## config.mk

```make
export PLATFORM = sky130hd
export DESIGN_NAME = opll_write_pacer
export DESIGN_NICKNAME = d
export VERILOG_FILES = /design/src/rtl/opll_pkg.sv /design/src/rtl/opll_wr_fifo.sv /design/src/rtl/opll_write_pacer.sv
export SDC_FILE = /design/constraint.sdc
export NUM_CORES = 1
export LEC_CHECK = 0
export BUFFER_PORTS_ARGS = -buffer_cell sky130_fd_sc_hd__buf_2
export CAP_MARGIN = 30
export CORE_UTILIZATION = 35
export DETAILED_ROUTE_END_ITERATION = 8
export GPL_ROUTABILITY_DRIVEN = 0
export PLACE_DENSITY_LB_ADDON = 0.08
export SYNTH_ARGS = -nofsm -noshare
export SYNTH_HDL_FRONTEND = slang
export SYNTH_SLANG_ARGS = --single-unit
```

## constraint.sdc

```tcl
create_clock -name clk -period 2.45 [get_ports clk]
set_clock_uncertainty 0.2 [all_clocks]
set_input_delay 0.245 -clock clk [delete_from_list [all_inputs] [get_ports clk]]
set_output_delay 0.245 -clock clk [all_outputs]
set_load 0.05 [all_outputs]
```

## src/rtl/opll_pkg.sv

```systemverilog
// Shared types and default timing constants for the OPLL write pacer.
package opll_pkg;

    localparam int OPLL_ADDR_WAIT_DEF = 12;
    localparam int OPLL_DATA_WAIT_DEF = 84;

    // One queued OPLL access: a0 selects address (0) or data (1).
    typedef struct packed {
        logic       a0;
        logic [7:0] data;
    } opll_entry_t;

    typedef enum logic [1:0] {
        IDLE,
        HOLD,
        WAIT
    } pacer_state_t;

endpackage

```

## src/rtl/opll_wr_fifo.sv

```systemverilog
// Generic synchronous FIFO. Pointers carry an extra wrap bit so full and
// empty fall out of a plain pointer compare. A push while full is only
// taken when a pop happens in the same cycle.
module opll_wr_fifo
    import opll_pkg::*;
#(
    parameter int DEPTH = 8,
    parameter int WIDTH = $bits(opll_entry_t)
) (
    input  logic             clk,
    input  logic             reset_n,
    input  logic             push,
    input  logic [WIDTH-1:0] din,
    input  logic             pop,
    output logic [WIDTH-1:0] dout,
    output logic             full,
    output logic             empty
);

    localparam int AW = $clog2(DEPTH);

    logic [AW:0]      wr_ptr;
    logic [AW:0]      rd_ptr;
    logic [WIDTH-1:0] mem [DEPTH];
    logic             do_push;
    logic             do_pop;

    assign empty   = (wr_ptr == rd_ptr);
    assign full    = (wr_ptr[AW] != rd_ptr[AW]) && (wr_ptr[AW-1:0] == rd_ptr[AW-1:0]);
    assign do_pop  = pop && !empty;
    assign do_push = push && (!full || do_pop);
    assign dout    = mem[rd_ptr[AW-1:0]];

    // Pointer update; both pointers wrap through the extra bit naturally.
    always_ff @(posedge clk or negedge reset_n) begin
        if (!reset_n) begin
            wr_ptr <= '0;
            rd_ptr <= '0;
        end else begin
            if (do_push) wr_ptr <= wr_ptr + 1'b1;
            if (do_pop)  rd_ptr <= rd_ptr + 1'b1;
        end
    end

    // Storage needs no reset: empty pointers hide stale contents.
    always_ff @(posedge clk) begin
        if (do_push) mem[wr_ptr[AW-1:0]] <= din;
    end

endmodule

```

## src/rtl/opll_write_pacer.sv

```systemverilog
// OPLL write pacer: queues mapper/I/O register writes and replays them to the
// YM2413 core with the address-to-data and data-to-next waits enforced in ce
// ticks. Define OPLL_SHADOW_EN to add a 64x8 readback shadow of data writes.
module opll_write_pacer
    import opll_pkg::*;
#(
    parameter int DEPTH     = 8,
    parameter int ADDR_WAIT = OPLL_ADDR_WAIT_DEF,
    parameter int DATA_WAIT = OPLL_DATA_WAIT_DEF
) (
    input  logic       clk,
    input  logic       reset_n,
    input  logic       ce,
    input  logic       mem_wr,
    input  logic       io_wr,
    input  logic       io_enable,
    input  logic       a0,
    input  logic [7:0] din,
    output logic       opll_we,
    output logic       opll_a0,
    output logic [7:0] opll_d,
    output logic       busy,
`ifdef OPLL_SHADOW_EN
    output logic       overflow,
    input  logic [5:0] shadow_addr,
    output logic [7:0] shadow_dout
`else
    output logic       overflow
`endif
);

    localparam logic [6:0] ADDR_LOAD = 7'(ADDR_WAIT - 1);
    localparam logic [6:0] DATA_LOAD = 7'(DATA_WAIT - 1);

    pacer_state_t state, state_d;
    logic [6:0]   cnt, cnt_d;
    logic         we_d, a0_d;
    logic [7:0]   d_d;
    logic         io_push, push, pop, full, empty;
    opll_entry_t  head, entry_in;

    // Both sources share a0/din; a simultaneous pair collapses to one push.
    assign io_push  = io_wr && io_enable;
    assign push     = mem_wr || io_push;
    assign entry_in = '{a0: a0, data: din};

    opll_wr_fifo #(.DEPTH(DEPTH), .WIDTH($bits(opll_entry_t))) u_fifo (
        .clk     (clk),
        .reset_n (reset_n),
        .push    (push),
        .din     (entry_in),
        .pop     (pop),
        .dout    (head),
        .full    (full),
        .empty   (empty)
    );

    assign busy = !empty || (state != IDLE);

    // Pacer register bank: state, wait counter and the OPLL-facing outputs.
    always_ff @(posedge clk or negedge reset_n) begin
        if (!reset_n) begin
            state   <= IDLE;
            cnt     <= '0;
            opll_we <= 1'b0;
            opll_a0 <= 1'b0;
            opll_d  <= 8'h00;
        end else begin
            state   <= state_d;
            cnt     <= cnt_d;
            opll_we <= we_d;
            opll_a0 <= a0_d;
            opll_d  <= d_d;
        end
    end

    // Next-state logic; nothing moves except on ce ticks.
    always_comb begin
        state_d = state;
        cnt_d   = cnt;
        we_d    = opll_we;
        a0_d    = opll_a0;
        d_d     = opll_d;
        pop     = 1'b0;
        if (ce) begin
            case (state)
                IDLE: begin
                    if (!empty) begin
                        pop     = 1'b1;
                        a0_d    = head.a0;
                        d_d     = head.data;
                        we_d    = 1'b1;
                        cnt_d   = head.a0 ? DATA_LOAD : ADDR_LOAD;
                        state_d = HOLD;
                    end
                end
                HOLD: begin
                    we_d    = 1'b0;
                    cnt_d   = cnt - 7'd1;
                    state_d = (cnt != 7'd1) ? WAIT : IDLE;
                end
                WAIT: begin
                    cnt_d = cnt - 7'd1;
                    if (cnt == 7'd1) state_d = IDLE;
                end
                default: state_d = IDLE;
            endcase
        end
    end

    // Sticky drop flag: dual-source collision or push into a full FIFO.
    always_ff @(posedge clk or negedge reset_n) begin
        if (!reset_n)                                   overflow <= 1'b0;
        else if ((mem_wr && io_push) || (push && full && !pop)) overflow <= 1'b1;
    end

`ifdef OPLL_SHADOW_EN
    logic [5:0] shadow_idx;
    logic [7:0] shadow [64];

    assign shadow_dout = shadow[shadow_addr];

    // Track the last issued register index and record issued data at it.
    always_ff @(posedge clk or negedge reset_n) begin
        if (!reset_n) begin
            shadow_idx <= '0;
            for (int i = 0; i < 64; i++) shadow[i] <= 8'h00;
        end else if (pop) begin
            if (head.a0) shadow[shadow_idx] <= head.data;
            else         shadow_idx         <= head.data[5:0];
        end
    end
`endif

endmodule

```

==> out/metrics.yaml, run 1 <==
worst_skew_pair.late_latency_ns: 0.34
p_leak_uw: 0.00187
grt_max_degree: 29
synth_adder_area_share: 0.0236
clkTransAtPathRegs_ns: 0.07
drt_iter0_drc: 171
setup_ws_ns: 0.266
tightest_slew_ns: 0.728
die_h_um: 112
fin_crit_sh: 0.891
drv_slew: 0
antenna_cells: 0
rr_worst_depth: 5
status: "finished, violations left"
post_drt_via_cell_ratio: 5.10
synth-simple-area-share: 0.0585
drive_above_1_share: 0.321
r2r_start: "u_fifo.rd_ptr[0]"
drc: 2
ir_drop_mv: 0.500
grt_pass1_vias: 2430
setup_viol: 0
ys_seq_area_frac: 0.676
register_area_sq_mm: 0.00286
crit_arrival_ns: 1.74
wl_per_cell_um: 18.5
cts_buffers: 9
clock_path_buffers: 2
seqPwrFrac: 0.364
cts.sinks: 100
min_to: "u_fifo.mem[4][1]"
synth_compound_area_frac: 0.0686
cts_setup_buffers: 0
violations: "design-rule violations"
synth-seq-cells: 100
synth_top_family_by_area: "multiplexers"
internal-power_uw: 4350
place_ws_ns: 0.0525
timing.rr.end: "u_fifo.mem[7][8]"
min-delay-start: "din[1]"
synthToLayoutAreaGrowth_pct: 19.8
grt_antenna_before_repair: 0
synth_fp_nets: 282
initial_core_util: 0.364
crit_path_end_kind: "output port"
synth-xor-area-share: 0.0207
combPwrFrac: 0.420
fp.dieW_um: 112
multi_input_area_sq_mm: 0.00127
power_density_mw_per_mm2: 1340
avgSynthCellArea_sq_um: 16.3
pwr-share-clk: 0.216
grt_pass1_wl_mm: 14.0
setup_tns_ns: 0
hp-class: "in2reg"
coreArea_sq_mm: 0.0116
yosysTopAreaCell: "edfxtp_1"
vias: 2383
fmax_mhz: 458
switching_share: 0.359
routed_wirelength_mm: 8.66
regToRegSetupSlack_ns: 0.34
dieArea_sq_mm: 0.0125
syn_inst: 259
hold_viol: 0
drtPass1Iterations: 6
cts_root_buffer: "clkbuf_16"
critical_path_peak_fanout: 11
nets: 342
nFillCells: 1044
min_path_cells: 1
htree_levels: 3
rsz0062_at_grt: "no"
track_usage: 0.153
final_core_util: 0.437
synth.area.top_cells: "edfxtp_1, dfrtp_1, mux4_2, ha_1, mux2i_1"
yosys_warnings: 0
ant_nets: 0
period_minus_slack_ns: 2.18
port_buffers: 26
switching_power_uw: 2440
netlist_area_sq_mm: 0.00423
cts_tree: "built"
synth.area.mux_share: 0.125
slew_headroom: 0.515
ys_types: 48
cap_viol_max_count: 0
worstPathRequired_ns: 2.01
path_class: "reg2out"
num_io_pins: 27
synth_top_area_share: 0.511
hold_ws_ns: 0.00983
grt_overflow: 0
crit_path_start_kind: "register"
p_total_uw: 6780
rows: 39
dp_hpwl_mm: 5.85
-- cell usage after synthesis, drive strengths merged --
| library cell | count |
|---|---|
| a311oi | 1 |
| a221o | 1 |
| nor2 | 14 |
| or4 | 1 |
| clkbuf | 2 |
| a211oi | 2 |
| o22a | 2 |
| a21boi | 2 |
| buf | 10 |
| inv | 12 |
| dfrtp | 28 |
| o31ai | 1 |
| xor2 | 1 |
| mux4 | 18 |
| ha | 8 |
| a21oi | 11 |
| a2111o | 1 |
| o221ai | 2 |
| edfxtp | 72 |
| o2111ai | 1 |
| xnor2 | 9 |
| o21ai | 3 |
| nand4 | 1 |
| mux2 | 3 |
| and4 | 1 |
| nor3 | 4 |
| o211ai | 4 |
| and2 | 1 |
| nand2b | 3 |
| o2bb2ai | 2 |
| nand3 | 5 |
| nand3b | 3 |
| nor4 | 2 |
| o22ai | 1 |
| or2b | 1 |
| a21o | 3 |
| a41oi | 1 |
| nand2 | 11 |
| or3 | 1 |
| a221oi | 1 |
| mux2i | 9 |
-- critical path: stages, from the launching register on --
cell	delay, ns
dfrtp_1	0.39
xnor2_1	0.26
buf_4	0.17
and4_4	0.29
nand2_1	0.07
buf_2	0.21
-- layout make-up --
type	instances	share of cell area
Inverter	12	0.00888
Timing Repair Buffer	61	0.0794
Multi-Input combinational cell	135	0.251
Clock inverter	6	0.0136
Clock buffer	10	0.0471
Sequential cell	100	0.565
Tap cell	143	0.0353
-- per-layer routing --
metal,track usage,share of wire,up-vias
met5,0,0,-
met4,0.0498,0.015,0
met3,0.0370,0.040,13
met2,0.234,0.46,36
met1,0.217,0.48,1213
li1,-,-,1121
-- power by group through the flow --
| stage | Combinational (uW) | Sequential [uW] | Clock (uW) |
|---|---|---|---|
| floorplan | 1660 | 2770 | 0 |
| global placement | 2880 | 2500 | 0 |
| detailed placement | 2890 | 2510 | 0 |
| CTS | 2900 | 2470 | 1510 |
| global route | 3140 | 2520 | 1560 |
| finish | 2850 | 2470 | 1460 |
-- stage by stage --
step                      cell area, sq um  instances
after floorplan                       4240        259
after global placement                4710        446
after detailed placement              4720        447
after CTS                             5070        467
after global routing                  5070        467
final                                 5070        467
-- logic make-up (layout without fill, tap and decap cells) --
group,after synthesis,after routing
simple gates,48,48
flops,100,100
buf+inv,24,89
compound gates,39,39
mux,30,30
xor+xnor,10,10
fa+ha+maj,8,8
-- state kept, by name, indices dropped and copies added (netlist names) --
register and count:
cnt 7, opll_a0 1, opll_d 8, opll_we 1, overflow 1, state 2
u_fifo.mem 72, u_fifo.rd_ptr 4, u_fifo.wr_ptr 4
-- placed cells by master (no fill, tap or decap), types with 2 or more instances in the layout --
cell type and count:
nand3_1 5, xnor2_1 9, nand3b_1 3, a21boi_0 2, edfxtp_1 72, nor3_1 4, a211oi_1 2, o211ai_1 3
inv_1 12, buf_2 26, buf_4 31, ha_1 8, mux4_2 18, nor4_2 2, a21o_1 3, inv_6 3
dfrtp_1 28, mux2_2 3, nand2_1 11, a21oi_1 11, o2bb2ai_1 2, o21ai_0 2, dlygate4sd3_1 4, o22a_1 2
nor2_1 12, clkbuf_16 9, nand2b_1 3, nor2_2 2, mux2i_1 9
-- repair_timing --
item,CTS,global route
endpoints found under the hold margin,51,0
resized for setup,0,2
setup endpoints to repair,0,18
hold buffers,4,0
-- worst max-delay path by stage --
| stage | start | endpoint | slack (ns) | depth (start not counted) |
|---|---|---|---|---|
| CTS | u_fifo.rd_ptr[3] | u_fifo.mem[5][5] | 0.04 | 6 |
| detailed placement | state[1] | u_fifo.mem[5][7] | 0.05 | 7 |
| global route | u_fifo.rd_ptr[0] | busy | 0.18 | 5 |
| floorplan | state[0] | u_fifo.mem[1][0] | 0.15 | 6 |
| global placement | state[0] | u_fifo.mem[4][5] | 0.008 | 6 |
| finish | u_fifo.rd_ptr[0] | busy | 0.27 | 5 |
Note: power is estimated with default switching activity, not from simulation.
==> run 2, diff against run 1 <==
CORE_UTILIZATION = 50   (was 35)
HOLD_SLACK_MARGIN = 0.06   (was unset)
clock period = 2.8 ns   (was 2.45 ns; I/O delays follow)
==> out/metrics.yaml, run 2 (synthesized netlist as in run 1, its figures left out) <==
ctsHoldBuffers: 13  # was 4
cap_viol_max_count: 0  # unchanged
cts_root_buffer: "clkbuf_8"  # was clkbuf_16
worst_skew_pair.late_latency_ns: 0.36  # was 0.34 ns
status: "finished clean"  # was finished, violations left
track_usage: 0.204  # was 0.153
final_common_cell: "edfxtp_1"  # unchanged
setup_ws_ns: 0.296  # was 0.266 ns
switching_power_uw: 2020  # was 2440 uW
initial_core_util: 0.515  # was 0.364
placed_cell_area_sq_mm: 0.00454  # was 0.00472 sq mm
layout_common_cells: "edfxtp_1, dfrtp_1, buf_2"  # was edfxtp_1, buf_4, dfrtp_1
crit_family: "buffers and inverters"  # was flip-flops
crit_path_top_delay_cell: "dlygate4sd3_1"  # was dfrtp_1
cts.sinks: 100  # unchanged
tightest_slew_ns: 0.682  # was 0.728 ns
hp-class: "in2reg"  # unchanged
grt_overflow: 0  # unchanged
switching_share: 0.380  # was 0.359
internal-power_uw: 3310  # was 4350 uW
ant_nets: 0  # unchanged
rr_worst_depth: 7  # was 5
setup_viol: 0  # unchanged
synthToLayoutAreaGrowth_pct: 15.1  # was 19.8%
slowest_delay_ns: 0.55  # was 0.39 ns
post_cts_resized: 0  # unchanged
top_layer: "met4"  # unchanged
fp.dieW_um: 94.0  # was 112 um
rows: 33  # was 39
largest_reg_flops: 72  # unchanged
pwr-share-clk: 0.178  # was 0.216
crit_cells: 7  # was 5
p_leak_uw: 0.00177  # was 0.00187 uW
dp_hpwl_mm: 5.32  # was 5.85 mm
min_path_cells: 4  # was 1
crit_path_end_kind: "register"  # was output port
grt_antenna_before_repair: 0  # unchanged
fin_crit_sh: 0.894
place_ws_ns: 0.396  # was 0.0525 ns
ir_drop_mv: 0.500  # about the same
grt_max_degree: 29  # unchanged
cts_setup_buffers: 0  # unchanged
worstPathRequired_ns: 2.85  # was 2.01 ns
dr_wl_met3_um: 261  # was 343 um
grt_pass1_vias: 2277  # was 2430
drive_above_1_share: 0.267  # was 0.321
drtPass1Iterations: 4  # was 6
slew_headroom: 0.545  # was 0.515
met1_length_mm: 3.80  # was 4.19 mm
die_h_um: 94.0  # was 112 um
hold_viol: 0  # unchanged
power_density_mw_per_mm2: 1090  # was 1340 mW/mm^2
clkTransAtPathRegs_ns: 0.10  # was 0.07 ns
clock_path_buffers: 2  # unchanged
combPwrFrac: 0.404  # was 0.420
routed_wirelength_mm: 7.84  # was 8.66 mm
drc: 0  # was 2
htree_levels: 3  # unchanged
hold_ws_ns: 0.162  # was 0.00983 ns
cts_buffers: 9  # unchanged
drv_slew: 0  # unchanged
grt_pass1_wl_mm: 12.8  # was 14.0 mm
rsz0062_at_grt: "no"  # unchanged
stdcell_area_sq_mm: 0.00487  # was 0.00507 sq mm
dieArea_sq_mm: 0.00884  # was 0.0125 sq mm
cts_tree: "built"  # unchanged
path_class: "reg2reg"  # was reg2out
fmax_mhz: 399
setup_tns_ns: 0  # unchanged
port_buffers: 26  # unchanged
crit_chain: "inv_1, ha_1, nand2_1, nand2b_1, o21ai_0, a21o_1, dlygate4sd3_1"  # was xnor2_1, buf_4, and4_4, nand2_1, buf_2
final_core_util: 0.593  # was 0.437
vias: 2296  # was 2383
crit_path_start_kind: "register"  # unchanged
post_drt_via_cell_ratio: 5.47  # was 5.10
wl_per_cell_um: 18.7  # was 18.5 um
num_io_pins: 27  # unchanged
critical_path_peak_fanout: 12  # was 11
antenna_cells: 0  # unchanged
coreArea_sq_mm: 0.00822  # was 0.0116 sq mm
crit_buf_inv: 2  # unchanged
crit_arrival_ns: 2.56  # was 1.74 ns
drt_iter0_drc: 94  # was 171
nets: 333  # was 342
wl_met2_mm: 3.69  # was 3.99 mm
period_minus_slack_ns: 2.50
seqPwrFrac: 0.419  # was 0.364
-- run 2: changes by cell type in the layout (fill, tap and decap cells not counted), moves of 8 or more --
cell           delta
buf_4            -18
clkbuf_8          +8
dlygate4sd3_1     +9
clkbuf_16         -9
-- run 2: tightest hold or removal path, cell delays in order --
cell	delay [ns]
buf_2	0.12
inv_1	0.09
a2111o_1	0.11
o211ai_1	0.07
-- run 2: per-layer routing --
metal	global-route usage	up-vias
li1	-	1103
met1	0.289	1133
met2	0.315	53
met3	0.0558	7
met4	0.0487	0
met5	0	-
-- run 2: layout make-up --
type	count	area [sq um]
fill	644	3340
sequential	100	2860
multi-input combinational	135	1270
timing repair buffer	52	358
tap	105	131
clock buffer	9	124
clock inverter	7	82.6
inverter	12	45.0
-- run 2: metrics by stage --
step	std cells	total power, uW
after floorplan	259	3870
after global placement	391	4390
after detailed placement	391	4420
after CTS	420	5370
after global routing	420	5680
final	420	5330
-- run 2: power by group through the flow --
| stage | clock network, uW | registers [uW] | logic, uW |
|---|---|---|---|
| after global placement | 0 | 2260 | 2130 |
| after detailed placement | 0 | 2260 | 2150 |
| final | 946 | 2230 | 2150 |
| after floorplan | 0 | 2420 | 1450 |
| after CTS | 971 | 2230 | 2170 |
| after global routing | 1030 | 2280 | 2360 |
-- run 2: worst paths after layout --
check | start | to | slack [ns]
max | state[0] | overflow | 0.30
min | ce | cnt[2] | 0.16
max reg2reg | state[0] | overflow | 0.30
min reg2reg | u_fifo.wr_ptr[3] | u_fifo.wr_ptr[3] | 0.31
max in group asynchronous | reset_n | cnt[4] | 1.67
min in group asynchronous | reset_n | u_fifo.rd_ptr[3] | 0.29
